$ cat config.mk
export PLATFORM = sky130hd
export DESIGN_NAME = rx_mtr_tracker
export DESIGN_NICKNAME = d
export VERILOG_FILES = /design/src/rtl/rx_mtr_pkg.sv /design/src/rtl/rx_hyst_cmp.sv /design/src/rtl/rx_mtr_tracker.sv
export SDC_FILE = /design/constraint.sdc
export NUM_CORES = 1
export LEC_CHECK = 0
export BUFFER_PORTS_ARGS = -buffer_cell sky130_fd_sc_hd__buf_4
export CELL_PAD_IN_SITES_DETAIL_PLACEMENT = 1
export CELL_PAD_IN_SITES_GLOBAL_PLACEMENT = 1
export CORE_MARGIN = 2
export CORE_UTILIZATION = 49
export DETAILED_ROUTE_END_ITERATION = 10
export GPL_ROUTABILITY_DRIVEN = 0
export HOLD_SLACK_MARGIN = 0.06
export PLACE_DENSITY = 0.87
export SLEW_MARGIN = 25
export SYNTH_ARGS = -nofsm -noshare
export SYNTH_HDL_FRONTEND = slang
export SYNTH_SLANG_ARGS = --single-unit
$ cat constraint.sdc
create_clock -name clk -period 7.9 [get_ports clk]
set_input_delay 1.185 -clock clk [delete_from_list [all_inputs] [get_ports clk]]
set_output_delay 1.185 -clock clk [all_outputs]
set_load 0.03 [all_outputs]
$ cat src/rtl/rx_mtr_pkg.sv
// Shared definitions for the RX meander tracker: FSM encoding and default geometry.
package rx_mtr_pkg;

  localparam int W_DEF    = 12;
  localparam int MW_DEF   = 4;
  localparam int MMAX_DEF = 10;

  typedef enum logic [1:0] {
    ST_IDLE = 2'd0,
    ST_ACQ  = 2'd1,
    ST_UPD  = 2'd2
  } mtr_state_e;

endpackage

$ cat src/rtl/rx_hyst_cmp.sv
// Hysteresis comparator: polarity=1 sets above set_th / clears below clr_th,
// polarity=0 sets below set_th / clears above clr_th.
module rx_hyst_cmp
  import rx_mtr_pkg::*;
#(
  parameter int W = W_DEF
) (
  input  logic         clk,
  input  logic         res,
  input  logic         clr,
  input  logic         en,
  input  logic [W-1:0] x,
  input  logic [W-1:0] set_th,
  input  logic [W-1:0] clr_th,
  input  logic         polarity,
  output logic         q
);

  logic q_q, q_d;

  always_comb begin
    q_d = q_q;
    if (clr) begin
      q_d = 1'b0;
    end else if (en) begin
      if (polarity) begin
        if (x > set_th)      q_d = 1'b1;
        else if (x < clr_th) q_d = 1'b0;
      end else begin
        if (x < set_th)      q_d = 1'b1;
        else if (x > clr_th) q_d = 1'b0;
      end
    end
  end

  always_ff @(posedge clk or negedge res) begin
    if (!res) q_q <= 1'b0;
    else      q_q <= q_d;
  end

  assign q = q_q;

endmodule

$ cat src/rtl/rx_mtr_tracker.sv
// ADC receive-path tracker: windowed min/max, midpoint/amplitude/threshold
// derivation and RXP/RXN hysteresis slicing.
//
// state   | meaning
// IDLE    | waiting for st
// ACQ     | collecting 2^Mc valid samples into run_max/run_min
// UPD     | one cycle: publish results, pulse done, reload or stop
module rx_mtr_tracker
  import rx_mtr_pkg::*;
#(
  parameter int W    = W_DEF,
  parameter int MW   = MW_DEF,
  parameter int MMAX = MMAX_DEF
) (
  input  logic          clk,
  input  logic          res,
  input  logic          st,
  input  logic          clr,
  input  logic [MW-1:0] M,
  input  logic          S,
  input  logic [W-1:0]  din,
  input  logic          din_vld,
  output logic [W-1:0]  Xmax,
  output logic [W-1:0]  Xmin,
  output logic [W-1:0]  Xns,
  output logic [W-2:0]  AMP,
  output logic [W-1:0]  REF_P,
  output logic [W-1:0]  REF_N,
  output logic          RXP,
  output logic          RXN,
  output logic          busy,
  output logic          done
);

  localparam int CW = MMAX + 1;
  localparam int AW = W - 1;

  mtr_state_e    state_q, state_d;
  logic [CW-1:0] cnt_q, cnt_d, load_q, load_d;
  logic          s_q, s_d, first_q, first_d;
  logic [W-1:0]  run_max_q, run_max_d, run_min_q, run_min_d;
  logic [W-1:0]  xmax_q, xmax_d, xmin_q, xmin_d, xns_q, xns_d;
  logic [AW-1:0] amp_q, amp_d;
  logic [W-1:0]  refp_q, refp_d, refn_q, refn_d;
  logic          ref_ok_q, ref_ok_d, done_q, done_d, busy_q, busy_d;

  logic [MW-1:0] m_clamp;
  logic [CW-1:0] cnt_load;
  logic [W-1:0]  xns_c, amp_half;
  logic [AW-1:0] amp_c;

  always_comb begin
    m_clamp  = (M > MW'(MMAX)) ? MW'(MMAX) : M;
    cnt_load = CW'(1) << m_clamp;
    // sum carried at W+1 bits so the midpoint never wraps
    xns_c    = W'(({1'b0, run_max_q} + {1'b0, run_min_q}) >> 1);
    amp_c    = AW'((run_max_q - run_min_q) >> 1);
    amp_half = W'(amp_c >> 1);
  end

  always_comb begin
    state_d   = state_q;
    cnt_d     = cnt_q;
    load_d    = load_q;
    s_d       = s_q;
    first_d   = first_q;
    run_max_d = run_max_q;
    run_min_d = run_min_q;
    xmax_d    = xmax_q;
    xmin_d    = xmin_q;
    xns_d     = xns_q;
    amp_d     = amp_q;
    refp_d    = refp_q;
    refn_d    = refn_q;
    ref_ok_d  = ref_ok_q;
    done_d    = 1'b0;

    if (clr) begin
      state_d   = ST_IDLE;
      cnt_d     = '0;
      load_d    = '0;
      s_d       = 1'b0;
      first_d   = 1'b0;
      run_max_d = '0;
      run_min_d = '0;
      xmax_d    = '0;
      xmin_d    = '0;
      xns_d     = '0;
      amp_d     = '0;
      refp_d    = '0;
      refn_d    = '0;
      ref_ok_d  = 1'b0;
    end else begin
      case (state_q)
        ST_IDLE, ST_ACQ: begin
          if (st) begin
            state_d = ST_ACQ;
            load_d  = cnt_load;
            cnt_d   = cnt_load;
            s_d     = S;
            first_d = 1'b1;
          end else if (state_q == ST_ACQ && din_vld) begin
            if (first_q) begin
              run_max_d = din;
              run_min_d = din;
              first_d   = 1'b0;
            end else begin
              if (din > run_max_q) run_max_d = din;
              if (din < run_min_q) run_min_d = din;
            end
            cnt_d = cnt_q - CW'(1);
            if (cnt_q == CW'(1)) state_d = ST_UPD;
          end
        end
        ST_UPD: begin
          xmax_d   = run_max_q;
          xmin_d   = run_min_q;
          xns_d    = xns_c;
          amp_d    = amp_c;
          refp_d   = xns_c + amp_half;
          refn_d   = xns_c - amp_half;
          done_d   = 1'b1;
          ref_ok_d = 1'b1;
          if (s_q) begin
            state_d = ST_IDLE;
          end else begin
            state_d = ST_ACQ;
            cnt_d   = load_q;
            first_d = 1'b1;
          end
        end
        default: state_d = ST_IDLE;
      endcase
    end

    busy_d = (state_d != ST_IDLE);
  end

  always_ff @(posedge clk or negedge res) begin
    if (!res) begin
      state_q   <= ST_IDLE;
      cnt_q     <= '0;
      load_q    <= '0;
      s_q       <= 1'b0;
      first_q   <= 1'b0;
      run_max_q <= '0;
      run_min_q <= '0;
      xmax_q    <= '0;
      xmin_q    <= '0;
      xns_q     <= '0;
      amp_q     <= '0;
      refp_q    <= '0;
      refn_q    <= '0;
      ref_ok_q  <= 1'b0;
      done_q    <= 1'b0;
      busy_q    <= 1'b0;
    end else begin
      state_q   <= state_d;
      cnt_q     <= cnt_d;
      load_q    <= load_d;
      s_q       <= s_d;
      first_q   <= first_d;
      run_max_q <= run_max_d;
      run_min_q <= run_min_d;
      xmax_q    <= xmax_d;
      xmin_q    <= xmin_d;
      xns_q     <= xns_d;
      amp_q     <= amp_d;
      refp_q    <= refp_d;
      refn_q    <= refn_d;
      ref_ok_q  <= ref_ok_d;
      done_q    <= done_d;
      busy_q    <= busy_d;
    end
  end

  rx_hyst_cmp #(.W(W)) u_cmp_p (
    .clk      (clk),
    .res      (res),
    .clr      (clr),
    .en       (din_vld & ref_ok_q),
    .x        (din),
    .set_th   (refp_q),
    .clr_th   (xns_q),
    .polarity (1'b1),
    .q        (RXP)
  );

  rx_hyst_cmp #(.W(W)) u_cmp_n (
    .clk      (clk),
    .res      (res),
    .clr      (clr),
    .en       (din_vld & ref_ok_q),
    .x        (din),
    .set_th   (refn_q),
    .clr_th   (xns_q),
    .polarity (1'b0),
    .q        (RXN)
  );

  assign Xmax  = xmax_q;
  assign Xmin  = xmin_q;
  assign Xns   = xns_q;
  assign AMP   = amp_q;
  assign REF_P = refp_q;
  assign REF_N = refn_q;
  assign busy  = busy_q;
  assign done  = done_q;

endmodule
* Yosys cells after proc, flatten, opt, wreduce, memory -nomap -nowiden
Index checks and enable logic that the tools add are counted.
Storage, ports and cells: flip-flop bits (word level) 126, input bits 22, output and inout bits 75, logic and storage cells 117
Operators by class: add/sub/neg operators 5, order comparisons 7, equality and inequality tests 6, shifts and indexed selects 1, mux-type cells 59, bitwise gates (word level) 1, reductions and logical operators 20
Operators by type and width (number):
- $mux 12 | 22
- $mux 11 | 9
- $gt 12x12->1 | 3
- $lt 12x12->1 | 3
- $pmux 11 s2 | 1
- $mux 1 | 20
- $reduce_bool 3->1 | 5
- $add 12x12->13 | 1
- $add 12x10->12 | 1
- $reduce_bool 2->1 | 6
- $sub 12x10->12 | 1
- $sub 12x12->12 | 1
- $eq 11x1->1 const B | 1
- $shl 1x4->11 const A | 1
- $sub 11x1->11 const B | 1
- $mux 2 | 4
- $reduce_and 4->1 | 2
- $reduce_and 2->1 | 3
- $gt 4x4->1 const B | 1
- $mux 4 | 1
- $ne 4x4->1 const B | 1
- $pmux 2 s2 | 1
- $ne 3x3->1 const B | 1
- $reduce_and 3->1 | 1
- 8 further kinds | 8

* Logic depth before layout (Yosys ltp)
depth in word-level cells 7, depth in mapped cells 18, mapped depth without buffers 16

* Hierarchy
From an unflattened synthesis, not the netlist that was laid out.
Unflattened totals: cell total of the unflattened synthesis 1113, area, all modules 9337.7 µm²
Modules (own cells, without submodules):
- rx_mtr_tracker | instances 1, cells each 929, area an instance 7991.4 µm², seq. area each 3078.0 µm²
- rx_hyst_cmp | instances 2, cells each 92, area an instance 673.1 µm², seq. area each 25.0 µm²

* Worst setup path before layout
OpenSTA, ideal clock, no wires.
path type register -> register, start point reg run_max_q[0], end point reg refn_q[11] (netlist: REF_N[11]), setup time 0.126 ns, arrival 3.298 ns, required time 7.774 ns, setup slack 4.476 ns, cell stages (with the launch flop) 16, path buffers 1, clock period less this slack 3.424 ns, path through dfrtp_1 nand2b_1 fa_1 a21oi_4 o21ai_2 or4b_1 nand2_1 xnor2_1 ha_1 clkbuf_1 a21oi_1 o31ai_1 o31ai_1 a21oi_1 nor3b_1 a221o_1
Between the ends: word-level cells in the longest chain between the ends 4, elaborated cells between the ends (all ways) 5, those cells by class add/sub: 3; mux: 2
Ends and longest elaborated chain:
- start, declared | line rx_mtr_tracker.sv:41 | logic [W-1:0] run_max_q, run_max_d, run_min_q, run_min_d;
- start signal, assigned | line rx_mtr_tracker.sv:163 | run_max_q <= run_max_d;
- $add 12x12->13 / $sub 12x12->12 (equally long branches) | line rx_mtr_tracker.sv:56, rx_mtr_tracker.sv:57
- $sub 12x10->12 (*) | line rx_mtr_tracker.sv:121 | refn_d = xns_c - amp_half;
- $mux 12 (*) | line rx_mtr_tracker.sv:94 | case (state_q)
- $mux 12 (*) | line rx_mtr_tracker.sv:78 | if (clr) begin
- end signal, assigned | line rx_mtr_tracker.sv:170 | refn_q <= refn_d;
- end, declared | line rx_mtr_tracker.sv:44 | logic [W-1:0] refp_q, refp_d, refn_q, refn_d;
Every way passes the cells marked *; elsewhere a longest branch is shown, timed or not. The select of a mux whose other input is x is not followed. A chain may end at the register's enable or synchronous reset.

* Worst setup path after layout
Same ends and word-level chain as after synthesis.

==> Flow_metrics.wiki <==
{| class="wikitable"
! Metric !! Value
|-
| Run status || complete, no violations
|-
| Postcts setup bufs || 0
|-
| Clock latency on the worst-skew pair || between 400 and 500 ps
|-
| Top area cells in the synthesized netlist || sky130_fd_sc_hd__dfrtp_1, sky130_fd_sc_hd__ha_1, sky130_fd_sc_hd__nand2_1
|-
| Total design power || roughly 2.3 mW
|-
| Fin. max-slew vios || 0
|-
| Standard-cell rows || 47
|-
| Yosys reg bits || between 100 and 150
|-
| Slew of the pin with the lowest slew margin || 998 ps
|-
| Main synth FF type || sky130_fd_sc_hd__dfrtp_1
|-
| IO Port Bufs || 96
|-
| Post-synthesis cell area || 8430 sq um
|-
| Worst path max stage delay || roughly 500 ps
|-
| Synth cell types || 65
|-
| Synthesized area per cell || 8.96 sq um
|-
| IR drop worst, VDD || between 0.15 and 0.2 mV
|-
| Post-Route Utilization || 0.593
|-
| Antenna violations before repair || 1
|-
| Count of instances resized after the clock tree is built || 0
|-
| Worst hold-check path type || reg -> reg
|-
| Critical path endpoint category || register
|-
| Setup violations, final || 0
|-
| Unrepaired setup endpoints after global routing || no
|-
| Placement Cell Area || ~9300 sq um
|-
| Number of enable flip-flop cells after synthesis || 0
|-
| Kind of critical path || reg -> reg
|-
| Most numerous cell in the Yosys netlist || sky130_fd_sc_hd__dfrtp_1
|-
| Number of buffers created by CTS || 17
|-
| Clock-pin slew on the worst setup and hold paths || approximately 60 ps
|-
| Share of flip-flops with an asynchronous set or reset || 1.00
|-
| Area taken by flip-flops and latches || around 3100 sq um
|-
| Fraction of post-synthesis cell area in the top cell type by area || 0.371
|-
| Number of failing hold endpoints at the final stage || 0
|-
| WP buf/inv || 0
|-
| Max transition margin || 0.335
|-
| Maximum operating frequency || approximately 0.26 GHz
|-
| Fin crit period || around 3900 ps
|-
| Hold-fix buffer count after cts || 0
|-
| Mean number of vias per cell || ~5.9
|-
| Combined global-route utilization of all metal layers || 0.294
|-
| Area of the multi-input gates || approximately 4800 sq um
|-
| Maximum number of pins on one net before global-route repair || between 80 and 90
|-
| Vias || 7325
|-
| Core Footprint || ~17000 sq um
|-
| Fin crit share || 0.491
|-
| Total I/O pin count || slightly below 100
|-
| Fraction of layout cells with a size suffix above 1 || 0.144
|-
| Vertical die dimension || roughly 140 um
|-
| Worst Setup Start Kind || register
|-
| CTS Root Buffer Type || sky130_fd_sc_hd__clkbuf_16
|-
| First-pass GRT wire length || between 40000 and 50000 um
|-
| Number of levels in the clock H-tree || 4
|-
| Setup Total Neg Slack || 0 ps
|-
| Areal power density over the cells || between 200 and 250 nW/um^2
|-
| Post-DP HPWL || 18000 um
|-
| Sum of routed wire length over all layers || 25900 um
|-
| First-pass detailed-route iteration total || 4
|-
| Clock tree from TritonCTS || built
|-
| Die Area || approximately 18000 sq um
|-
| Via count of the first global-routing pass || about 7800
|-
| Sinks on the clock net || about 130
|-
| Sequential fraction of the synthesis area || 0.371
|-
| Synth top cells by count || sky130_fd_sc_hd__dfrtp_1, sky130_fd_sc_hd__nand2_1, sky130_fd_sc_hd__ha_1
|-
| Max stage delay cell, worst path || sky130_fd_sc_hd__or4b_1
|-
| Area growth from synthesis to final layout || 17.6%
|-
| Largest delay contributor family on the critical path || compound AO/OA/AOI/OAI gates
|-
| Data required time at the worst endpoint || between 8000 and 9000 ps
|-
| Drt drc || 0
|-
| Die X-Extent || between 100 and 150 um
|-
| Number of warnings issued by yosys || 0
|-
| Final instance area || 9910 sq um
|-
| Antenna-violating nets left || 0
|-
| Avg WL per Cell || between 20 and 25 um
|-
| Clock buffer depth || 2
|-
| Setup skew after layout || approximately 6 ps
|-
| CP Max Fanout || 7
|-
| Antenna diodes || 0
|-
| Synth Net Count || 1069
|-
| Number of max-capacitance violations reported || 0
|-
| Filler Cells Inserted || a little under 2000
|-
| Leakage || 4.71 nW
|-
| Iteration-0 DRC count of the detailed router || approximately 530
|-
| Number of nets at the end of the flow || 1147
|-
| Cell type with the highest aggregate area in the netlist || sky130_fd_sc_hd__dfrtp_1
|-
| Overflow after GRT || 0
|-
| Number of instances in the synthesized netlist || ~940
|-
| Signal arrival time at the worst endpoint || 4200 ps
|-
| Effective utilization at floorplan || 0.505
|-
| Cell Chain, Critical Path || nand2b_1, fa_1, a21oi_4, o21ai_2, or4b_1, nand2_1, xnor2_1, ha_1, a21oi_1, o31ai_1, o31ai_1, a21oi_1, nor3b_1, a221o_1
|}
==> worst min-delay path, delay by kind of cell (launching register included) <==
| family | cells | cell delay [ps] |
|---|---|---|
| flops | 1 | 340 |
| compound gates | 1 | 60 |
| simple gates | 1 | 50 |
==> per-stage QoR <==
| step | setup slack [ps] | hold WS, ps | cells |
|---|---|---|---|
| 2_1_floorplan | 4480 | 480 | 941 |
| 4_1_cts | 4070 | 486 | 1252 |
| 6_report | 4020 | 480 | 1252 |
| 5_1_grt | 3810 | 519 | 1252 |
| 3_3_place_gp | 4210 | 465 | 1220 |
| 3_5_place_dp | 4070 | 473 | 1220 |
==> layer usage <==
layer  part of all wire  GRT usage
met1               0.45      0.380
met2               0.49      0.503
met3              0.038     0.0456
met4              0.020      0.101
met5            0.00050          0
==> flip-flops by register name, indices dropped and copies added (netlist names), 2 cells and up <==
signal     cells
Xmax          12
REF_N         11
AMP           11
Xns           12
run_min_q     12
REF_P         12
load_q        11
run_max_q     12
cnt_q         11
state_q        2
Xmin          12
==> area by class of cell <==
| class | instances | area share |
|---|---|---|
| clock inverters | 13 | 0.0167 |
| well taps | 220 | 0.0278 |
| flip-flops and latches | 125 | 0.316 |
| clock buffers | 19 | 0.0457 |
| repair buffers | 100 | 0.0761 |
| multi-input cells | 685 | 0.484 |
| inverters | 90 | 0.0341 |
==> worst paths after layout <==
kind,from,endpoint,slack [ps],cells after the start
setup reg to reg,run_max_q[0]$_DFFE_PN0P_,REF_N[11]$_DFFE_PN0P_,4020,14
min in group asynchronous,res,Xmax[1]$_DFFE_PN0P_,770,1
max in group asynchronous,res,Xns[10]$_DFFE_PN0P_,5990,2
hold / removal,Xmax[9]$_DFFE_PN0P_,Xmax[9]$_DFFE_PN0P_,480,2
hold reg to reg,Xmax[9]$_DFFE_PN0P_,Xmax[9]$_DFFE_PN0P_,480,2
setup / recovery,run_max_q[0]$_DFFE_PN0P_,REF_N[11]$_DFFE_PN0P_,4020,14
==> layout by cell type (no fill, tap or decap), types with 8 or more instances in the layout <==
cell and count:
sky130_fd_sc_hd__xor2_1 8, sky130_fd_sc_hd__a22oi_1 8, sky130_fd_sc_hd__nand4_1 11, sky130_fd_sc_hd__nand2_1 105, sky130_fd_sc_hd__o21ai_0 64, sky130_fd_sc_hd__dfrtp_1 125, sky130_fd_sc_hd__nand3_1 8, sky130_fd_sc_hd__ha_1 102
sky130_fd_sc_hd__a22o_1 17, sky130_fd_sc_hd__clkbuf_16 17, sky130_fd_sc_hd__a21o_1 16, sky130_fd_sc_hd__a21oi_1 64, sky130_fd_sc_hd__xnor2_1 36, sky130_fd_sc_hd__nor2_1 77, sky130_fd_sc_hd__mux2i_1 23, sky130_fd_sc_hd__a211oi_1 8
sky130_fd_sc_hd__nor3_1 15, sky130_fd_sc_hd__buf_4 99, sky130_fd_sc_hd__nand2b_1 27, sky130_fd_sc_hd__inv_1 88
==> power breakdown <==
group | switching, mW | internal [mW] | leakage [nW]
clock network | 0.314 | 0.513 | 0.292
logic | 0.501 | 0.316 | 2.70
registers | 0.0248 | 0.661 | 1.71
==> cells by family (layout without fill, tap and decap cells) <==
group                      Yosys count  count (layout)  share of synthesized area
xor gates and xnor gates            45              45                     0.0477
AOI/OAI and AO/OA                  237             237                      0.182
muxes                               25              25                     0.0300
and+or+nand+nor                    272             272                      0.147
adders and majority gates          106             106                      0.161
DFF                                125             125                      0.371
buffers and inverters              131             222                     0.0610
Power figures use the tool's default switching activity.
